[src/rtl/hog_bridge_ctrl.sv]
// hog_bridge_ctrl: HPS bridge slave exposing control/status registers and a HOG result FIFO.
// A transaction is executed once in IDLE; ACK strobes for one cycle and WAIT absorbs a held enable.
module hog_bridge_ctrl #(
    parameter int ADDR_WIDTH = 5,
    parameter int BUS_WIDTH  = 128,
    parameter int BUS_BYTES  = BUS_WIDTH / 8,
    parameter int FIFO_DEPTH = 16
) (
    input  logic                  clk,
    input  logic                  rst_n,
    input  logic [ADDR_WIDTH-1:0] addr_i,
    input  logic                  bus_enable_i,
    input  logic                  r_wbar_i,
    input  logic [BUS_BYTES-1:0]  byte_enable_i,
    input  logic [BUS_WIDTH-1:0]  write_data_i,
    output logic [BUS_WIDTH-1:0]  read_data_o,
    output logic                  ack_o,
    output logic                  irq_o,
    input  logic [BUS_WIDTH-1:0]  hog_data_i,
    input  logic                  hog_valid_i,
    output logic                  hog_ready_o,
    output logic                  hog_enable_o,
    output logic                  hog_soft_rst_o
);
    localparam int PW = $clog2(FIFO_DEPTH);
    localparam int LW = PW + 1;
    localparam logic [1:0] IDLE = 2'd0;
    localparam logic [1:0] ACK  = 2'd1;
    localparam logic [1:0] WAIT = 2'd2;

    logic [1:0]           state_q, state_d;
    logic [31:0]          ctrl_q, ctrl_d;
    logic [3:0]           cmd_q, cmd_d;
    logic [BUS_WIDTH-1:0] rdata_q, rdata_d, rd_val;
    logic [PW-1:0]        wr_ptr_q, wr_ptr_d, rd_ptr_q, rd_ptr_d;
    logic [LW-1:0]        level_q, level_d;
    logic                 irq_pend_q, irq_pend_d, unf_q, unf_d;
    logic [BUS_WIDTH-1:0] mem_q [FIFO_DEPTH];
    logic                 req, rd, wr, full, empty, push, pop, flush, in_ack, irq_hit;
    logic [8:0]           lvl9, thr;
    logic [31:0]          status;
    logic                 unused_bits;

    assign unused_bits = ^{write_data_i[BUS_WIDTH-1:32], byte_enable_i[BUS_BYTES-1:4]};

    assign req    = state_q == IDLE && bus_enable_i;
    assign rd     = req && r_wbar_i;
    assign wr     = req && !r_wbar_i;
    assign in_ack = state_q == ACK;
    assign full   = level_q == LW'(FIFO_DEPTH);
    assign empty  = level_q == '0;
    // Flush and soft reset both drain the FIFO, so intake is blocked in that ACK cycle.
    assign flush  = in_ack && (cmd_q[0] || cmd_q[1]);
    assign hog_ready_o = !full && !flush;
    assign push   = hog_valid_i && hog_ready_o;
    assign pop    = rd && addr_i == ADDR_WIDTH'(3) && !empty;

    assign lvl9    = 9'(level_q);
    assign thr     = ctrl_q[15:8] == 8'd0 ? 9'd1 : {1'b0, ctrl_q[15:8]};
    assign irq_hit = ctrl_q[1] && lvl9 >= thr;
    assign status  = {12'd0, unf_q, irq_pend_q, empty, full, 7'd0, lvl9};

    assign rd_val = addr_i == ADDR_WIDTH'(0) ? BUS_WIDTH'(status) :
                    addr_i == ADDR_WIDTH'(1) ? BUS_WIDTH'(ctrl_q) :
                    addr_i == ADDR_WIDTH'(3) && !empty ? mem_q[rd_ptr_q] : '0;

    always_comb begin
        ctrl_d = ctrl_q;
        for (int b = 0; b < 4; b++)
            ctrl_d[8*b +: 8] = (wr && addr_i == ADDR_WIDTH'(1) && byte_enable_i[b]) ? write_data_i[8*b +: 8] : ctrl_q[8*b +: 8];
    end

    assign state_d    = state_q == IDLE ? (bus_enable_i ? ACK : IDLE) : (bus_enable_i ? WAIT : IDLE);
    assign cmd_d      = (wr && addr_i == ADDR_WIDTH'(2) && byte_enable_i[0]) ? write_data_i[3:0] : 4'd0;
    assign rdata_d    = req ? (r_wbar_i ? rd_val : '0) : rdata_q;
    assign wr_ptr_d   = flush ? '0 : wr_ptr_q + PW'(push);
    assign rd_ptr_d   = flush ? '0 : rd_ptr_q + PW'(pop);
    assign level_d    = flush ? '0 : level_q + LW'(push) - LW'(pop);
    assign irq_pend_d = (in_ack && cmd_q[2]) ? 1'b0 : irq_pend_q || irq_hit;
    assign unf_d      = (in_ack && cmd_q[3]) ? 1'b0 : unf_q || (rd && addr_i == ADDR_WIDTH'(3) && empty);

    always_ff @(posedge clk or negedge rst_n) begin
        if (!rst_n) begin
            state_q    <= IDLE;
            ctrl_q     <= '0;
            cmd_q      <= '0;
            rdata_q    <= '0;
            wr_ptr_q   <= '0;
            rd_ptr_q   <= '0;
            level_q    <= '0;
            irq_pend_q <= 1'b0;
            unf_q      <= 1'b0;
        end else begin
            state_q    <= state_d;
            ctrl_q     <= ctrl_d;
            cmd_q      <= cmd_d;
            rdata_q    <= rdata_d;
            wr_ptr_q   <= wr_ptr_d;
            rd_ptr_q   <= rd_ptr_d;
            level_q    <= level_d;
            irq_pend_q <= irq_pend_d;
            unf_q      <= unf_d;
        end
    end

    always_ff @(posedge clk) begin
        if (push)
            mem_q[wr_ptr_q] <= hog_data_i;
    end

    assign read_data_o    = rdata_q;
    assign ack_o          = in_ack;
    assign irq_o          = irq_pend_q && ctrl_q[1];
    assign hog_enable_o   = ctrl_q[0];
    assign hog_soft_rst_o = in_ack && cmd_q[0];
endmodule

[config.mk]
export PLATFORM = sky130hd
export DESIGN_NAME = hog_bridge_ctrl
export DESIGN_NICKNAME = d
export VERILOG_FILES = /design/src/rtl/hog_bridge_ctrl.sv
export SDC_FILE = /design/constraint.sdc
export NUM_CORES = 2
export LEC_CHECK = 0
export CAP_MARGIN = 10
export CORE_MARGIN = 3
export CORE_UTILIZATION = 57
export DETAILED_ROUTE_END_ITERATION = 16
export PLACE_DENSITY_LB_ADDON = 0.1
export RECOVER_POWER = 100
export SYNTH_ARGS = -nofsm -noshare
export SYNTH_HDL_FRONTEND = slang
export SYNTH_SLANG_ARGS = --single-unit
[constraint.sdc]
create_clock -name clk -period 28.1 [get_ports clk]
set_input_delay 4.215 -clock clk [delete_from_list [all_inputs] [get_ports clk]]
set_output_delay 4.215 -clock clk [all_outputs]
set_load 0.1 [all_outputs]
==> impl_metrics.tcl <==
set metrics [dict create \
    status "complete, but fails checks" \
    violations "max-capacitance violations, max-slew violations" \
    combPwrFrac_pct 11.8 \
    slew_headroom_pct -590 \
    syn-instance-count 3671 \
    synth_area_leaders "edfxtp_1, mux4_2, dfrtp_1" \
    vias 39400 \
    seqCellArea_um2 66000 \
    io_buffers 306 \
    finalSetupViolCount 0 \
    synthDistinctLibCells 46 \
    io-pin-count 415 \
    antenna_left 0 \
    period_minus_slack_ns 14.33 \
    r2r_setup_slack_ns 16.30 \
    powerDensity_nw_per_um2 81.6 \
    cts_setup_buffers 0 \
    criticalPathCategory "in2reg" \
    cp_max_fo 112 \
    fin_worst_skew_ns 0.0195 \
    fmax_ghz 0.0698 \
    seqPwrFrac_pct 52.2 \
    clk_latency_ns 0.82 \
    ys.flop_type "edfxtp_1" \
    cts_resized 0 \
    avgSynthCellArea_um2 22.9 \
    routed_wirelength_mm 189 \
    dieWidth_um 390 \
    initial_core_util_pct 57.6 \
    clock_path_buffers 3 \
    finalHoldViolCount 0 \
    drive_above_1_share_pct 22.1 \
    critPathCaptureType "register" \
    tns_ns 0 \
    grt_max_degree 165 \
    fp.dieArea_um2 152000 \
    grt_pass1_wl_mm 278 \
    routedWlPerCell_um 30.5 \
    drc 0 \
    grt_overflow_total 0 \
    first_iter_violations 4179 \
    fin_crit_sh_pct 51.0 \
    cts_root_buffer "clkbuf_16" \
    worstPathArrival_ns 14.43 \
    finalMaxSlewViolations 2533 \
    ctsHoldBuffers 0 \
    nFillCells 9550 \
    rr_startpoint "cmd_q[0]" \
    timing.rr.end "mem_q[8][119]" \
    endpoint "mem_q[8][119]" \
    yosysWarnings 0 \
    dr.pass1.iters 5 \
    setup_ws_ns 13.77 \
    rows 140 \
    yosys_register_bits 2229 \
    startpoint "hog_valid_i" \
    yosysTopAreaCell "edfxtp_1" \
    reg2reg_depth 5 \
    fin_util_pct 65.8 \
    hp-class "reg2reg" \
    multiInputGateArea_um2 17100 \
    clk_pin_slew_ns 0.06 \
    cts_buffers 215 \
    synth_edf_count 2048 \
    grt_pass1_vias 40300 \
    ys_top_cells_by_count "edfxtp_1, mux4_2, dfrtp_1" \
    p_leak_nw 30.6 \
    vias_per_cell 6.35 \
    async_flop_share_pct 8.12 \
    rsz0062_at_grt "false" \
    pwr-share-clk_pct 36.1 \
    critPathRequiredTime_ns 28.19 \
    maxCapViolations 51 \
    p_sw_mw 1.83 \
    die_h_um 390 \
    cts_tree "done" \
    syn-cell-area_um2 84100 \
    internal-power_mw 6.02 \
    layout-area-overhead-vs-synth_pct 14.4 \
    power_switching_share_pct 23.3 \
    placed_area_um2 89400 \
    gp_congestion 0.744 \
    design_area_um2 96200 \
    hpwl_mm 91.0 \
    ir_worst_vdd_v 0.0000558 \
    coreArea_um2 146000 \
    tightest_slew_ns 10.35 \
    antenna_found_initial 54 \
    globalRouteTotalUtil_pct 25.5 \
    dp_slack_ns 19.39 \
    fin_nets 4354 \
    synth_seq_area_share_pct 78.5 \
    cts_htree_levels 4 \
    yosysMostFrequentCell "edfxtp_1" \
    cts_sinks 2229 \
    synth_top_area_share_pct 73.1 \
    synth_nets 3969 \
    start_kind "input port" \
]
==> per-stage QoR <==
| stage | hold slack, ns | instances | power [mW] |
|---|---|---|---|
| 2_1_floorplan | 0.395 | 3671 | 4.77 |
| 3_3_place_gp | 0.408 | 5756 | 5.04 |
| 5_1_grt | 0.466 | 6175 | 8.13 |
| 3_5_place_dp | 0.410 | 5756 | 5.07 |
| 4_1_cts | 0.427 | 6168 | 7.88 |
| 6_report | 0.423 | 6195 | 7.85 |
==> placed cells by master (no fill, tap or decap), drive strengths merged, types with 3 or more instances in the layout <==
cell / count
mux2: 41
dfrtp: 181
clkinvlp: 5
nor3b: 3
bufinv: 8
mux2i: 105
nand2: 59
diode: 27
nor3: 8
xnor2: 5
inv: 21
edfxtp: 2048
clkdlybuf4s50: 42
a221oi: 7
xor2: 3
nor2: 28
buf: 22
o21ai: 98
clkinv: 61
clkbuf: 375
nor2b: 4
mux4: 535
dlygate4sd3: 263
nand2b: 3
a21oi: 25
nand3: 50
a22o: 96
o21a: 7
a22oi: 96
ha: 15
a21o: 3
and2: 16
==> logic make-up after synthesis <==
logic type	after synthesis	synth area share, %
flip-flops	2229	78.5
adder cells (fa/ha/maj)	16	0.247
XOR/XNOR	8	0.0833
buffers and inverters	217	1.17
AND/OR/NAND/NOR	183	1.04
AO/OA/AOI/OAI	337	2.80
multiplexers	681	16.1
==> state kept, by name, summed over array words and instances, names as in the netlist, 2 cells and up <==
register	cells
level_q	5
read_data_o	128
cmd_q	4
wr_ptr_q	4
ctrl_q	32
rd_ptr_q	4
mem_q	2048
state_q	2
==> routing by layer <==
layer / wire length (um) / GRT usage, % / up-vias
li1: - / - / 16400
met1: 80200 / 37.9 / 21200
met2: 90400 / 39.4 / 1509
met3: 15000 / 5.48 / 268
met4: 3460 / 6.36 / 16
met5: 110 / 0 / -
==> power by group through the flow <==
stage	sequential [mW]	combinational (mW)	clock (mW)
final	4.09	0.923	2.83
after global placement	4.09	0.957	0
after global routing	4.12	0.994	3.02
after detailed placement	4.10	0.964	0
after floorplan	4.16	0.612	0
after CTS	4.03	0.966	2.88
==> how the worst min path moves through the flow <==
stage                        to  cells past startpoint  startpoint  slack (ns)
final                     unf_q                      1    cmd_q[3]        0.42
after CTS                 unf_q                      1    cmd_q[3]        0.43
after global placement    unf_q                      1    cmd_q[3]        0.41
after global routing      unf_q                      1    cmd_q[3]        0.47
after floorplan           unf_q                      1    cmd_q[3]        0.39
after detailed placement  unf_q                      1    cmd_q[3]        0.41
==> cell type report <==
type | instances | share of cell area [%]
Inverter | 13 | 0.0507
Tap cell | 1917 | 2.49
Antenna cell | 27 | 0.0702
Clock buffer | 330 | 6.67
Clock inverter | 82 | 0.675
Timing Repair Buffer | 372 | 3.59
Multi-Input combinational cell | 1225 | 17.8
Sequential cell | 2229 | 68.7
==> worst max-delay path: stages <==
cell,delay [ns]
dlygate4sd3_1,0.55
nand3_1,0.21
or3_1,0.52
nor2_1,1.51
clkbuf_1,7.29
Power figures use the tool's default switching activity.
